===== src/rtl/mips_cpu_ifetch_if.sv =====
// Bundle of request, Avalon-MM read master and status signals for the instruction-fetch stage.
// The master modport is the fetch stage; the slave modport is the PC/decode/memory side.
interface mips_cpu_ifetch_if;
    logic [31:0] pc_in;
    logic        fetch_en;
    logic        instr_ack;
    logic [31:0] avm_address;
    logic        avm_read;
    logic [3:0]  avm_byteenable;
    logic        avm_waitrequest;
    logic [31:0] avm_readdata;
    logic [31:0] instr_out;
    logic        instr_valid;
    logic        busy;
    logic        active;
    logic        addr_err;
    logic        bus_err;

    modport master (
        input  pc_in, fetch_en, instr_ack, avm_waitrequest, avm_readdata,
        output avm_address, avm_read, avm_byteenable,
        output instr_out, instr_valid, busy, active, addr_err, bus_err
    );

    modport slave (
        output pc_in, fetch_en, instr_ack, avm_waitrequest, avm_readdata,
        input  avm_address, avm_read, avm_byteenable,
        input  instr_out, instr_valid, busy, active, addr_err, bus_err
    );
endinterface


===== src/rtl/mips_cpu_ifetch.sv =====
// MIPS instruction-fetch stage: one Avalon-MM read per fetch, word held until acked, halts on
// halt address / misaligned PC / waitrequest timeout. Define IFETCH_BYTESWAP_EN for a little-endian bus.
module mips_cpu_ifetch #(
    parameter logic [31:0] HALT_ADDR      = 32'h0000_0000,
    parameter int unsigned TIMEOUT_CYCLES = 255
) (
    input  logic               clk,
    input  logic               rst,
    mips_cpu_ifetch_if.master  bus
);
    typedef enum logic [2:0] {
        S_IDLE,
        S_READ,
        S_RESP,
        S_VALID,
        S_HALTED
    } state_t;

    localparam logic [15:0] TIMEOUT_LAST = 16'(TIMEOUT_CYCLES - 1);

    state_t      r_state,    w_state_next;
    logic [31:0] r_addr,     w_addr_next;
    logic        r_read,     w_read_next;
    logic [3:0]  r_be,       w_be_next;
    logic [31:0] r_instr,    w_instr_next;
    logic        r_valid,    w_valid_next;
    logic        r_busy,     w_busy_next;
    logic        r_active,   w_active_next;
    logic        r_addr_err, w_addr_err_next;
    logic        r_bus_err,  w_bus_err_next;
    logic [15:0] r_wait_cnt, w_wait_cnt_next;
    logic [31:0] w_rd_word;

`ifdef IFETCH_BYTESWAP_EN
    assign w_rd_word = {bus.avm_readdata[7:0],   bus.avm_readdata[15:8],
                        bus.avm_readdata[23:16], bus.avm_readdata[31:24]};
`else
    assign w_rd_word = bus.avm_readdata;
`endif

    always_comb begin
        w_state_next    = r_state;
        w_addr_next     = r_addr;
        w_read_next     = r_read;
        w_be_next       = r_be;
        w_instr_next    = r_instr;
        w_valid_next    = r_valid;
        w_active_next   = r_active;
        w_addr_err_next = r_addr_err;
        w_bus_err_next  = r_bus_err;
        w_wait_cnt_next = r_wait_cnt;

        case (r_state)
            S_IDLE: begin
                if (bus.fetch_en) begin
                    // Halt address wins even if it also happens to be misaligned.
                    if (bus.pc_in == HALT_ADDR) begin
                        w_active_next = 1'b0;
                        w_state_next  = S_HALTED;
                    end else if (bus.pc_in[1:0] != 2'b00) begin
                        w_addr_err_next = 1'b1;
                        w_active_next   = 1'b0;
                        w_state_next    = S_HALTED;
                    end else begin
                        w_addr_next     = bus.pc_in;
                        w_read_next     = 1'b1;
                        w_be_next       = 4'b1111;
                        w_wait_cnt_next = 16'd0;
                        w_state_next    = S_READ;
                    end
                end
            end
            S_READ: begin
                if (!bus.avm_waitrequest) begin
                    w_read_next  = 1'b0;
                    w_be_next    = 4'b0000;
                    w_state_next = S_RESP;
                end else if (r_wait_cnt == TIMEOUT_LAST) begin
                    w_read_next    = 1'b0;
                    w_be_next      = 4'b0000;
                    w_bus_err_next = 1'b1;
                    w_active_next  = 1'b0;
                    w_state_next   = S_HALTED;
                end else begin
                    w_wait_cnt_next = r_wait_cnt + 16'd1;
                end
            end
            S_RESP: begin
                w_instr_next = w_rd_word;
                w_valid_next = 1'b1;
                w_state_next = S_VALID;
            end
            S_VALID: begin
                if (bus.instr_ack) begin
                    w_valid_next = 1'b0;
                    w_state_next = S_IDLE;
                end
            end
            S_HALTED: begin
                w_read_next = 1'b0;
                w_be_next   = 4'b0000;
            end
            default: begin
                w_state_next = S_IDLE;
            end
        endcase

        w_busy_next = (w_state_next == S_READ) || (w_state_next == S_RESP) ||
                      (w_state_next == S_VALID);
    end

    always_ff @(posedge clk) begin
        if (rst) begin
            r_state    <= S_IDLE;
            r_addr     <= 32'd0;
            r_read     <= 1'b0;
            r_be       <= 4'b0000;
            r_instr    <= 32'd0;
            r_valid    <= 1'b0;
            r_busy     <= 1'b0;
            r_active   <= 1'b1;
            r_addr_err <= 1'b0;
            r_bus_err  <= 1'b0;
            r_wait_cnt <= 16'd0;
        end else begin
            r_state    <= w_state_next;
            r_addr     <= w_addr_next;
            r_read     <= w_read_next;
            r_be       <= w_be_next;
            r_instr    <= w_instr_next;
            r_valid    <= w_valid_next;
            r_busy     <= w_busy_next;
            r_active   <= w_active_next;
            r_addr_err <= w_addr_err_next;
            r_bus_err  <= w_bus_err_next;
            r_wait_cnt <= w_wait_cnt_next;
        end
    end

    assign bus.avm_address    = r_addr;
    assign bus.avm_read       = r_read;
    assign bus.avm_byteenable = r_be;
    assign bus.instr_out      = r_instr;
    assign bus.instr_valid    = r_valid;
    assign bus.busy           = r_busy;
    assign bus.active         = r_active;
    assign bus.addr_err       = r_addr_err;
    assign bus.bus_err        = r_bus_err;
endmodule

===== src/flat_wrapper.sv =====
// flat-port wrapper written by rule: the top's interface ports become plain ports
module mips_cpu_ifetch_flat 
#(
    parameter logic [31:0] HALT_ADDR      = 32'h0000_0000,
    parameter int unsigned TIMEOUT_CYCLES = 255
)
  (clk, rst, bus_pc_in, bus_fetch_en, bus_instr_ack, bus_avm_waitrequest, bus_avm_readdata, bus_avm_address, bus_avm_read, bus_avm_byteenable, bus_instr_out, bus_instr_valid, bus_busy, bus_active, bus_addr_err, bus_bus_err);
  mips_cpu_ifetch_if bus_i ();
  input  logic clk;
  input  logic rst;
  input wire logic [$bits(bus_i.pc_in)-1:0] bus_pc_in;
  input wire logic [$bits(bus_i.fetch_en)-1:0] bus_fetch_en;
  input wire logic [$bits(bus_i.instr_ack)-1:0] bus_instr_ack;
  input wire logic [$bits(bus_i.avm_waitrequest)-1:0] bus_avm_waitrequest;
  input wire logic [$bits(bus_i.avm_readdata)-1:0] bus_avm_readdata;
  output wire logic [$bits(bus_i.avm_address)-1:0] bus_avm_address;
  output wire logic [$bits(bus_i.avm_read)-1:0] bus_avm_read;
  output wire logic [$bits(bus_i.avm_byteenable)-1:0] bus_avm_byteenable;
  output wire logic [$bits(bus_i.instr_out)-1:0] bus_instr_out;
  output wire logic [$bits(bus_i.instr_valid)-1:0] bus_instr_valid;
  output wire logic [$bits(bus_i.busy)-1:0] bus_busy;
  output wire logic [$bits(bus_i.active)-1:0] bus_active;
  output wire logic [$bits(bus_i.addr_err)-1:0] bus_addr_err;
  output wire logic [$bits(bus_i.bus_err)-1:0] bus_bus_err;
  assign bus_i.pc_in = bus_pc_in;
  assign bus_i.fetch_en = bus_fetch_en;
  assign bus_i.instr_ack = bus_instr_ack;
  assign bus_i.avm_waitrequest = bus_avm_waitrequest;
  assign bus_i.avm_readdata = bus_avm_readdata;
  assign bus_avm_address = bus_i.avm_address;
  assign bus_avm_read = bus_i.avm_read;
  assign bus_avm_byteenable = bus_i.avm_byteenable;
  assign bus_instr_out = bus_i.instr_out;
  assign bus_instr_valid = bus_i.instr_valid;
  assign bus_busy = bus_i.busy;
  assign bus_active = bus_i.active;
  assign bus_addr_err = bus_i.addr_err;
  assign bus_bus_err = bus_i.bus_err;
  mips_cpu_ifetch #(.HALT_ADDR(HALT_ADDR), .TIMEOUT_CYCLES(TIMEOUT_CYCLES)) u_core (.clk(clk), .rst(rst), .bus(bus_i));
endmodule

===== config.mk =====
export PLATFORM = sky130hd
export DESIGN_NAME = mips_cpu_ifetch_flat
export DESIGN_NICKNAME = d
export VERILOG_FILES = /design/src/rtl/mips_cpu_ifetch_if.sv /design/src/rtl/mips_cpu_ifetch.sv /design/src/flat_wrapper.sv
export SDC_FILE = /design/constraint.sdc
export NUM_CORES = 1
export LEC_CHECK = 0
export BUFFER_PORTS_ARGS = -buffer_cell sky130_fd_sc_hd__buf_2
export CORE_MARGIN = 3
export CORE_UTILIZATION = 52
export CTS_CLUSTER_SIZE = 28
export DETAILED_ROUTE_END_ITERATION = 10
export PLACE_DENSITY = 0.91
export SYNTH_ARGS = -nofsm -noshare
export SYNTH_HDL_FRONTEND = slang
export SYNTH_SLANG_ARGS = --single-unit

===== constraint.sdc =====
create_clock -name clk -period 2.8 [get_ports clk]
set_input_delay 0.14 -clock clk [delete_from_list [all_inputs] [get_ports clk]]
set_output_delay 0.14 -clock clk [all_outputs]
set_load 0.01 [all_outputs]

==> summary.md, run 1 <==
| Metric | Value |
|---|---|
| Worst Setup Path Type | flip-flop to flip-flop |
| Die area | 8018 µm² |
| Tightest slew margin relative to the limit | about 28% |
| Most frequent cells in the layout | buf_2 (142), dfxtp_1 (89), nand2_1 (73) |
| Clock sink total | 89 |
| Post-synthesis compound-gate area fraction | between 10% and 20% |
| CTS tree | done |
| Layout overhead on the synthesized area | 24.06% |
| Proportion of synthesized chip area in sequential cells | 49.09% |
| Power per standard cell area | approximately 520 nW/µm² |
| Num rows | 29 |
| Average footprint of a synthesized cell | 8.704 µm² |
| Total of cells resized after clock tree synthesis | 0 |
| Data arrival, critical path | 2470 ps |
| Wire length on met2 | ~4600 µm |
| Post-synthesis mux area share | 8.273% |
| Remaining antenna violation count | 0 |
| Flip-flop and latch count after synthesis | 89 |
| Crit path launch type | flip-flop |
| Detailed placement HPWL | 6551 µm |
| Number of endpoints failing setup at the final stage | 0 |
| Post-CTS Setup Repair Bufs | 0 |
| Ratio of cells with drive above 1 in the final layout | between 30% and 40% |
| Standard cell with the maximum stage delay on the critical path | o211a_1 |
| End point of the most critical hold path | u_core.bus.instr_out[31]$_SDFFE_PP0P_ |
| Crit end category | flip-flop |
| Total global routing track utilization | 22.36% |
| Post-synthesis simple-gate area fraction | 22.92% |
| Biggest fanout along the worst timing path | 21 |
| Initial Utilization | 55.27% |
| Post-synthesis net count | 488 |
| FF-to-FF setup slack | 560 ps |
| Global-route wire length before repair | 14,080 µm |
| Post-CTS clock slew at the launch and capture registers of the worst setup and hold paths | approximately 90 ps |
| DR pass1 iterations | 4 |
| Leakage Power | 1.866 nW |
| Highest metal layer with signal wires | met4 |
| Wire length after detailed routing | 9184 µm |
| Sum of routed wire segments on met1 | 3858 µm |
| Clock latency of the later-clocked register in the worst-skew pair | 350 ps |
| Initial detailed-routing violation count | 176 |
| Master cell of the clock root buffer | clkbuf_8 |
| Commonest non-fill, non-tap cell in the layout | buf_2 |
| Antenna violations before repair | 0 |
| Worst IR drop on VDD | 0.3684 mV |
| Post-route fraction of the period consumed by the critical path | approximately four fifths |
| Die height | 89.55 µm |
| Tot Pwr | 0.002321 W |
| Unrepaired setup endpoints after global routing | no |
| Slew at the pin closest to its max-slew limit | 1080 ps |
| Total number of vias | about 3,400 |
| Syn Inst Count | 417 |
| Required time of the worst setup path | 3020 ps |
| Cells on worst reg2reg path | 5 |
| Final-report max-slew violation count | 0 |
| Hold-fix buffer count after cts | 0 |
| Reg-to-reg endpoint | u_core.bus.avm_address[8]$_SDFFE_PP0P_ |
| Number of buffers inserted by port buffering | 142 |
| Via density | 5.359 |
| Instance count after placement with tap cells included | 623 |
| Post-layout min period | 2244 ps |
| Worst min-delay path category | input pin to flip-flop |
| Weighted congestion reported at the end of routability-driven placement | 0.9092 |
| Mapped Area | 3630 µm² |
| Number of warnings issued by yosys | 0 |
| TritonCTS Buffers | 9 |
| Max Freq | ~0.45 GHz |
| Post-Layout Cell Count | 638 |
| Cells traversed along the worst timing path | nor4b_2 -> o211a_1 -> buf_12 -> mux2i_1 -> nor2_1 |
| Unique cell type count in the Yosys netlist | 46 |
| Delay of the slowest cell on the worst path | 620 ps |
| Overflow after GRT | 0 |
| Core region area | 6568 µm² |
| Count of fill cells added during filler insertion | 513 |
| Main combinational cell family by area after synthesis | simple AND/OR/NAND/NOR gates |
| Outcome | finished, final reports clean |
| Maximum number of pins on one net before global-route repair | between 40 and 50 |
| Hold violation count in the final report | 0 |
| Cells on Worst Hold Path | 3 |
| Final worst clock skew | 9.497 ps |
| Number of H-tree levels | 3 |
| Width of the die | 89.55 µm |
| Average wire length per cell after detail routing | 14.39 µm |
| Vias in the first global route | 3,108 |
| Synth Area in Adders | 0.6894% |
| Worst reg2reg startpoint | u_core.r_state[1]$_SDFF_PP0_ |
| Final routed DRC violation total | 0 |
| Number of top-level design ports | 143 |
| WL met3 | approximately 570 µm |
| Max-capacitance violation count | 0 |
| Clock buffer depth | 2 |
| Startpoint of the worst hold path | bus_avm_readdata[31] |
| Antenna cells | 0 |
| Net count, final | 612 |
| Fin Setup TNS | 0 ps |
| Post-Synth XOR/XNOR Area | 0% |
kinds of logic after synthesis:
kind of cell	count (synthesis)
mux	30
buf+inv	40
fa+ha+maj	2
simple gates	172
flops	89
compound gates	84
registers in the layout, summed over array words and instances (netlist names):
register	flops
u_core.bus.avm_address	32
u_core.bus.instr_out	32
u_core.r_wait_cnt	16
u_core.r_state	3
u_core.bus.active	1
u_core.bus.addr_err	1
u_core.bus.avm_byteenable	1
u_core.bus.bus_err	1
u_core.bus.busy	1
u_core.bus.instr_valid	1
layer usage:
layer	vias up	track usage, %
met5	-	0
met4	0	9.743
met3	14	5.991
met2	109	38.10
met1	1592	26.25
li1	1704	-
synth_stat cells (all sizes together):
cell type | number | area share, %
dfxtp | 89 | 49
nand2 | 73 | 7.5
a21oi | 52 | 7.2
nor2 | 40 | 4.2
mux2i | 30 | 8.3
clkbuf | 20 | 2.1
o31ai | 14 | 2.9
buf | 13 | 2.5
or4 | 13 | 2.7
nand3 | 8 | 1.1
nor4 | 8 | 1.4
inv | 7 | 0.72
nand4 | 6 | 1.0
nor3 | 5 | 0.83
o21ai | 5 | 0.79
or3 | 3 | 0.65
a21o | 2 | 0.45
and2 | 2 | 0.34
and4 | 2 | 0.48
ha | 2 | 0.69
nand2b | 2 | 0.34
nor2b | 2 | 0.34
nor4b | 2 | 0.65
nor4bb | 2 | 0.55
o211ai | 2 | 0.41
a211o | 1 | 0.24
a211oi | 1 | 0.21
a21boi | 1 | 0.21
a31oi | 1 | 0.17
and3 | 1 | 0.17
nor3b | 1 | 0.21
o211a | 1 | 0.28
o21a | 1 | 0.21
o21ba | 1 | 0.28
o21bai | 1 | 0.21
o2bb2ai | 1 | 0.24
or2 | 1 | 0.17
or2b | 1 | 0.21
through the flow:
step           util [%]  instance area (µm²)  hold slack (ps)  worst slack [ps]
6_report          68.57                 4503            12.92             555.8
5_1_grt           68.57                 4503            3.926             377.1
4_1_cts           68.57                 4503            1.026             542.2
3_5_place_dp      65.99                 4334            386.0             593.5
3_3_place_gp      65.99                 4334            380.6             716.1
2_1_floorplan         -                 3630            276.0             950.3
worst max-delay path by stage:
stage / from / to / slack, ps / depth (start not counted)
floorplan: u_core.r_state[1]$_SDFF_PP0_ / u_core.r_wait_cnt[10]$_SDFFE_PP0P_ / 950 / 7
global placement: bus_pc_in[9] / u_core.bus.busy$_SDFF_PP0_ / 720 / 7
detailed placement: u_core.r_state[1]$_SDFF_PP0_ / u_core.bus.avm_address[7]$_SDFFE_PP0P_ / 590 / 5
CTS: u_core.r_state[1]$_SDFF_PP0_ / u_core.bus.avm_address[8]$_SDFFE_PP0P_ / 540 / 5
global route: u_core.r_wait_cnt[0]$_SDFFE_PP0P_ / u_core.r_wait_cnt[6]$_SDFFE_PP0P_ / 380 / 7
finish: u_core.r_state[1]$_SDFF_PP0_ / u_core.bus.avm_address[8]$_SDFFE_PP0P_ / 560 / 5
where the power goes:
part	internal [W]	switching (W)	leakage (nW)
Combinational	0.000101	0.000126	1.07
Clock	0.000324	0.000452	0.0725
Sequential	0.00129	0.0000229	0.720
final cells by class:
type	instances	area [µm²]	area share (%)
Clock buffer	10	127.6	2.834
Clock inverter	5	41.29	0.9169
Inverter	7	26.28	0.5835
Multi-Input combinational cell	288	1657	36.79
Sequential cell	89	1782	39.57
Tap cell	93	116.4	2.584
Timing Repair Buffer	146	753.2	16.73
worst max-delay path, delay by kind of cell (launching register included):
| family | cells | cell delay (ps) |
|---|---|---|
| AOI/OAI and AO/OA | 1 | 620 |
| and+or+nand+nor | 2 | 560 |
| DFF | 1 | 410 |
| buffers and inverters | 1 | 260 |
| muxes | 1 | 250 |
Power figures use the tool's default switching activity.
==> run 2: changes to the inputs <==
--- a/config.mk
+++ b/config.mk
@@ -5,12 +5,13 @@
 export SDC_FILE = /design/constraint.sdc
 export NUM_CORES = 1
 export LEC_CHECK = 0
+export ABC_AREA = 1
 export BUFFER_PORTS_ARGS = -buffer_cell sky130_fd_sc_hd__buf_2
 export CORE_MARGIN = 3
-export CORE_UTILIZATION = 52
+export CORE_UTILIZATION = 45
 export CTS_CLUSTER_SIZE = 28
 export DETAILED_ROUTE_END_ITERATION = 10
-export PLACE_DENSITY = 0.91
+export PLACE_DENSITY = 0.82
 export SYNTH_ARGS = -nofsm -noshare
 export SYNTH_HDL_FRONTEND = slang
 export SYNTH_SLANG_ARGS = --single-unit
==> constraint.sdc (replaced) <==
create_clock -name clk -period 1.9 [get_ports clk]
set_input_delay 0.095 -clock clk [delete_from_list [all_inputs] [get_ports clk]]
set_output_delay 0.095 -clock clk [all_outputs]
set_load 0.01 [all_outputs]
==> summary.md, run 2 <==
| Metric | Value |
|---|---|
| Outcome | finished, final reports clean |
| Count of flip-flops with a built-in enable after synthesis | 0 |
| Max-capacitance violation count | 0 |
| Flip-flop and latch count after synthesis | between 80 and 90 |
| Proportion of power drawn by flip-flops and latches | a little over half |
| Vias in the first global route | between 4,000 and 5,000 |
| Via density | 5.265 |
| Clock buffer depth | 2 |
| Leakage Power | ~2.2 nW |
| Cells on worst reg2reg path | 9 |
| FF-to-FF setup slack | ~180 ps |
| Buffer and inverter count on the worst path | 1 |
| Hold violation count in the final report | 0 |
| Initial Utilization | 47.66% |
| Number of top-level design ports | 143 |
| Layout overhead on the synthesized area | 28.69% |
| Proportion of synthesized chip area in sequential cells | between 40 and 50% |
| Power share of the clock group | about a third |
| Tightest slew margin relative to the limit | between 70% and 80% |
| Post-layout min period | roughly 1700 ps |
| Mapped Area | 4034 µm² |
| Startpoint of the worst hold path | bus_avm_readdata[7] |
| Biggest fanout along the worst timing path | 16 |
| Clock sink total | 89 |
| Number of buffers inserted by port buffering | between 100 and 150 |
| Crit end category | flip-flop |
| Unrepaired setup endpoints after global routing | no |
| Worst path most repeated cell | nand3_1 |
| Die area | 10,140 µm² |
| Core region area | 8464 µm² |
| Final-report max-slew violation count | 0 |
| Standard cell with the maximum stage delay on the critical path | dfxtp_1 |
| Post-synthesis net count | 635 |
| Number of H-tree levels | 3 |
| CTS tree | done |
| Delay of the slowest cell on the worst path | 400 ps |
| Switching power as a share of total power | 28.23% |
| Most instantiated library cell after synthesis | nand2_1 |
| Clock latency of the later-clocked register in the worst-skew pair | approximately 370 ps |
| Cell type with the largest total area after synthesis | dfxtp_1 |
| Required time of the worst setup path | 2190 ps |
| Synth async-reset ratio | 0% |
| Final worst clock skew | 14.22 ps |
| Data arrival, critical path | 2010 ps |
| Cells traversed along the worst timing path | inv_1 -> ha_1 -> nand3_1 -> nor2_1 -> nand2_1 -> nand2_2 -> a21oi_4 -> nand3_1 -> a21oi_1 |
| Post-CTS clock slew at the launch and capture registers of the worst setup and hold paths | 100 ps |
| Final routed DRC violation total | 0 |
| Width of the die | ~100 µm |
| Unique cell type count in the Yosys netlist | 30 |
| Antenna violations before repair | 0 |
| End point of the most critical hold path | u_core.bus.instr_out[7]$_SDFFE_PP0P_ |
| Area fraction of the dominant cell type after synthesis | 44.17% |
| Fin Setup TNS | 0 ps |
| Wire length after detailed routing | between 10,000 and 15,000 µm |
| Average footprint of a synthesized cell | 7.152 µm² |
| Total global routing track utilization | 22.20% |
| Commonest non-fill, non-tap cell in the layout | nand2_1 |
| Initial detailed-routing violation count | 189 |
| Ratio of cells with drive above 1 in the final layout | 25.91% |
| Worst IR drop on VDD | about 0.44 mV |
| DR pass1 iterations | 5 |
| Number of endpoints failing setup at the final stage | 0 |
| Number of warnings issued by yosys | 0 |
| Antenna cells | 0 |
| Top cells by area in the synthesized netlist | dfxtp_1 (44%), nand2_1 (13%), a21oi_1 (10%), nand3_1 (7.7%), nand4_1 (5.4%) |
| Num rows | 33 |
| Total number of vias | 4,333 |
| Master cell of the clock root buffer | clkbuf_8 |
| Overflow after GRT | 0 |
| Synth top cells by count | nand2_1 (144), dfxtp_1 (89), a21oi_1 (82) |
| Slew at the pin closest to its max-slew limit | 435.7 ps |
| Top flip-flop cell by instance count after synthesis | dfxtp_1 |
| Worst reg2reg startpoint | u_core.r_wait_cnt[0]$_SDFFE_PP0P_ |
| Cells on Worst Hold Path | 3 |
| Worst min-delay path category | input pin to flip-flop |
| Total of cells resized after clock tree synthesis | 0 |
| Average wire length per cell after detail routing | 13.59 µm |
| Crit path launch type | flip-flop |
| Post-CTS Setup Repair Bufs | 0 |
| Post-route fraction of the period consumed by the critical path | 90.54% |
| Most frequent cells in the layout | nand2_1 (144), buf_2 (142), dfxtp_1 (89) |
| Utilization after layout | between 60% and 70% |
| Maximum number of pins on one net before global-route repair | 42 |
| Worst Setup Path Type | flip-flop to flip-flop |
| Syn Inst Count | approximately 560 |
| Max Freq | 0.5813 GHz |
| Cell Int Power | about 0.0026 W |
| Switching power of the nets | slightly above 0.001 W |
| Reg-to-reg endpoint | u_core.r_wait_cnt[14]$_SDFFE_PP0P_ |
| Weighted congestion reported at the end of routability-driven placement | 0.9352 |
| Power per standard cell area | 694.8 nW/µm² |
| Combinational power share | 12.6% |
| Cell family with the largest share of critical-path delay | compound AO/OA/AOI/OAI gates |
| Count of fill cells added during filler insertion | 746 |
| Die height | 100.7 µm |
| Global-route wire length before repair | between 15,000 and 20,000 µm |
| Net count, final | roughly 780 |
| Detailed placement HPWL | 7662 µm |
| TritonCTS Buffers | 9 |
| Remaining antenna violation count | 0 |
## run 2: cell count changes in the layout (fill, tap and decap cells not counted), moves of 6 or more
| cell | before | now |
|---|---|---|
| mux2i_1 | 30 | 0 |
| a21oi_1 | 52 | 82 |
| dlygate4sd3_1 | 0 | 24 |
| nor4_1 | 8 | 0 |
| nor2_1 | 39 | 54 |
| buf_4 | 3 | 9 |
| inv_1 | 7 | 24 |
| nand4_1 | 6 | 35 |
| nand3_1 | 8 | 62 |
| o31ai_1 | 14 | 0 |
| nand2_1 | 73 | 144 |
| or4_1 | 13 | 0 |
## run 2: how the worst max path moves through the flow
stage                                           start                                 end  cells after the start
global route        u_core.r_wait_cnt[0]$_SDFFE_PP0P_   u_core.r_wait_cnt[5]$_SDFFE_PP0P_                      9
finish              u_core.r_wait_cnt[0]$_SDFFE_PP0P_  u_core.r_wait_cnt[14]$_SDFFE_PP0P_                      9
floorplan           u_core.r_wait_cnt[0]$_SDFFE_PP0P_  u_core.r_wait_cnt[10]$_SDFFE_PP0P_                     10
detailed placement  u_core.r_wait_cnt[0]$_SDFFE_PP0P_   u_core.r_wait_cnt[9]$_SDFFE_PP0P_                      9
CTS                 u_core.r_wait_cnt[0]$_SDFFE_PP0P_  u_core.r_wait_cnt[11]$_SDFFE_PP0P_                      9
global placement    u_core.r_wait_cnt[0]$_SDFFE_PP0P_   u_core.r_wait_cnt[1]$_SDFFE_PP0P_                     10
## run 2: power groups by stage
stage / logic, W / registers [W] / clock network (W)
after detailed placement: 0.000413 / 0.00198 / 0
after global routing: 0.000500 / 0.00195 / 0.00132
after global placement: 0.000404 / 0.00198 / 0
after floorplan: 0.000232 / 0.00200 / 0
final: 0.000455 / 0.00194 / 0.00121
after CTS: 0.000448 / 0.00194 / 0.00123
## run 2: area by class of cell
type / count / area, µm² / area share [%]
multi-input combinational: 407 / 1948 / 37.53
clock inverter: 6 / 48.80 / 0.9400
clock buffer: 10 / 127.6 / 2.458
inverter: 30 / 115.1 / 2.217
timing repair buffer: 176 / 1039 / 20.00
sequential: 89 / 1782 / 34.32
tap: 105 / 131.4 / 2.531
## run 2: routing by layer
layer	GRT usage, %	up-vias	routed length (µm)
li1	-	2172	-
met1	26.64	1986	4562
met2	37.82	154	5589
met3	6.713	21	832
met4	7.254	0	201
met5	0	-	0
## run 2: cell families (layout without fill, tap and decap cells)
logic type | count (synthesis) | after routing | share of synthesized area (%)
DFF | 89 | 89 | 44.17
AOI/OAI and AO/OA | 93 | 93 | 12.07
xor gates and xnor gates | 5 | 5 | 1.086
adders and majority gates | 2 | 2 | 0.6202
and+or+nand+nor | 307 | 307 | 34.52
buffers and inverters | 68 | 222 | 7.537
## run 2: worst register-to-register path: cells and delay by family, from the launching register on
family          cells  cell delay (ps)
simple gates        5              450
compound gates      2              530
flops               1              400
buf+inv             1               80
fa+ha+maj           1              190
## run 2: metrics by stage
stage / cells / setup WS, ps / hold WS, ps / cell area (µm²) / total power [W]
after global routing: 823 / 1.057 / 2.406 / 5191 / 0.003766
after CTS: 820 / 193.1 / 0.1438 / 5161 / 0.003623
after floorplan: 564 / 428.4 / 234.4 / 4034 / 0.002231
after detailed placement: 783 / 217.8 / 372.3 / 4775 / 0.002395
final: 823 / 179.7 / 3.934 / 5191 / 0.003607
after global placement: 783 / 250.2 / 368.8 / 4775 / 0.002385
## run 2: timing repair
item,4_1_cts,5_1_grt
hold endpoints to repair,21,3
setup endpoints to repair,0,0
hold buffers,21,3
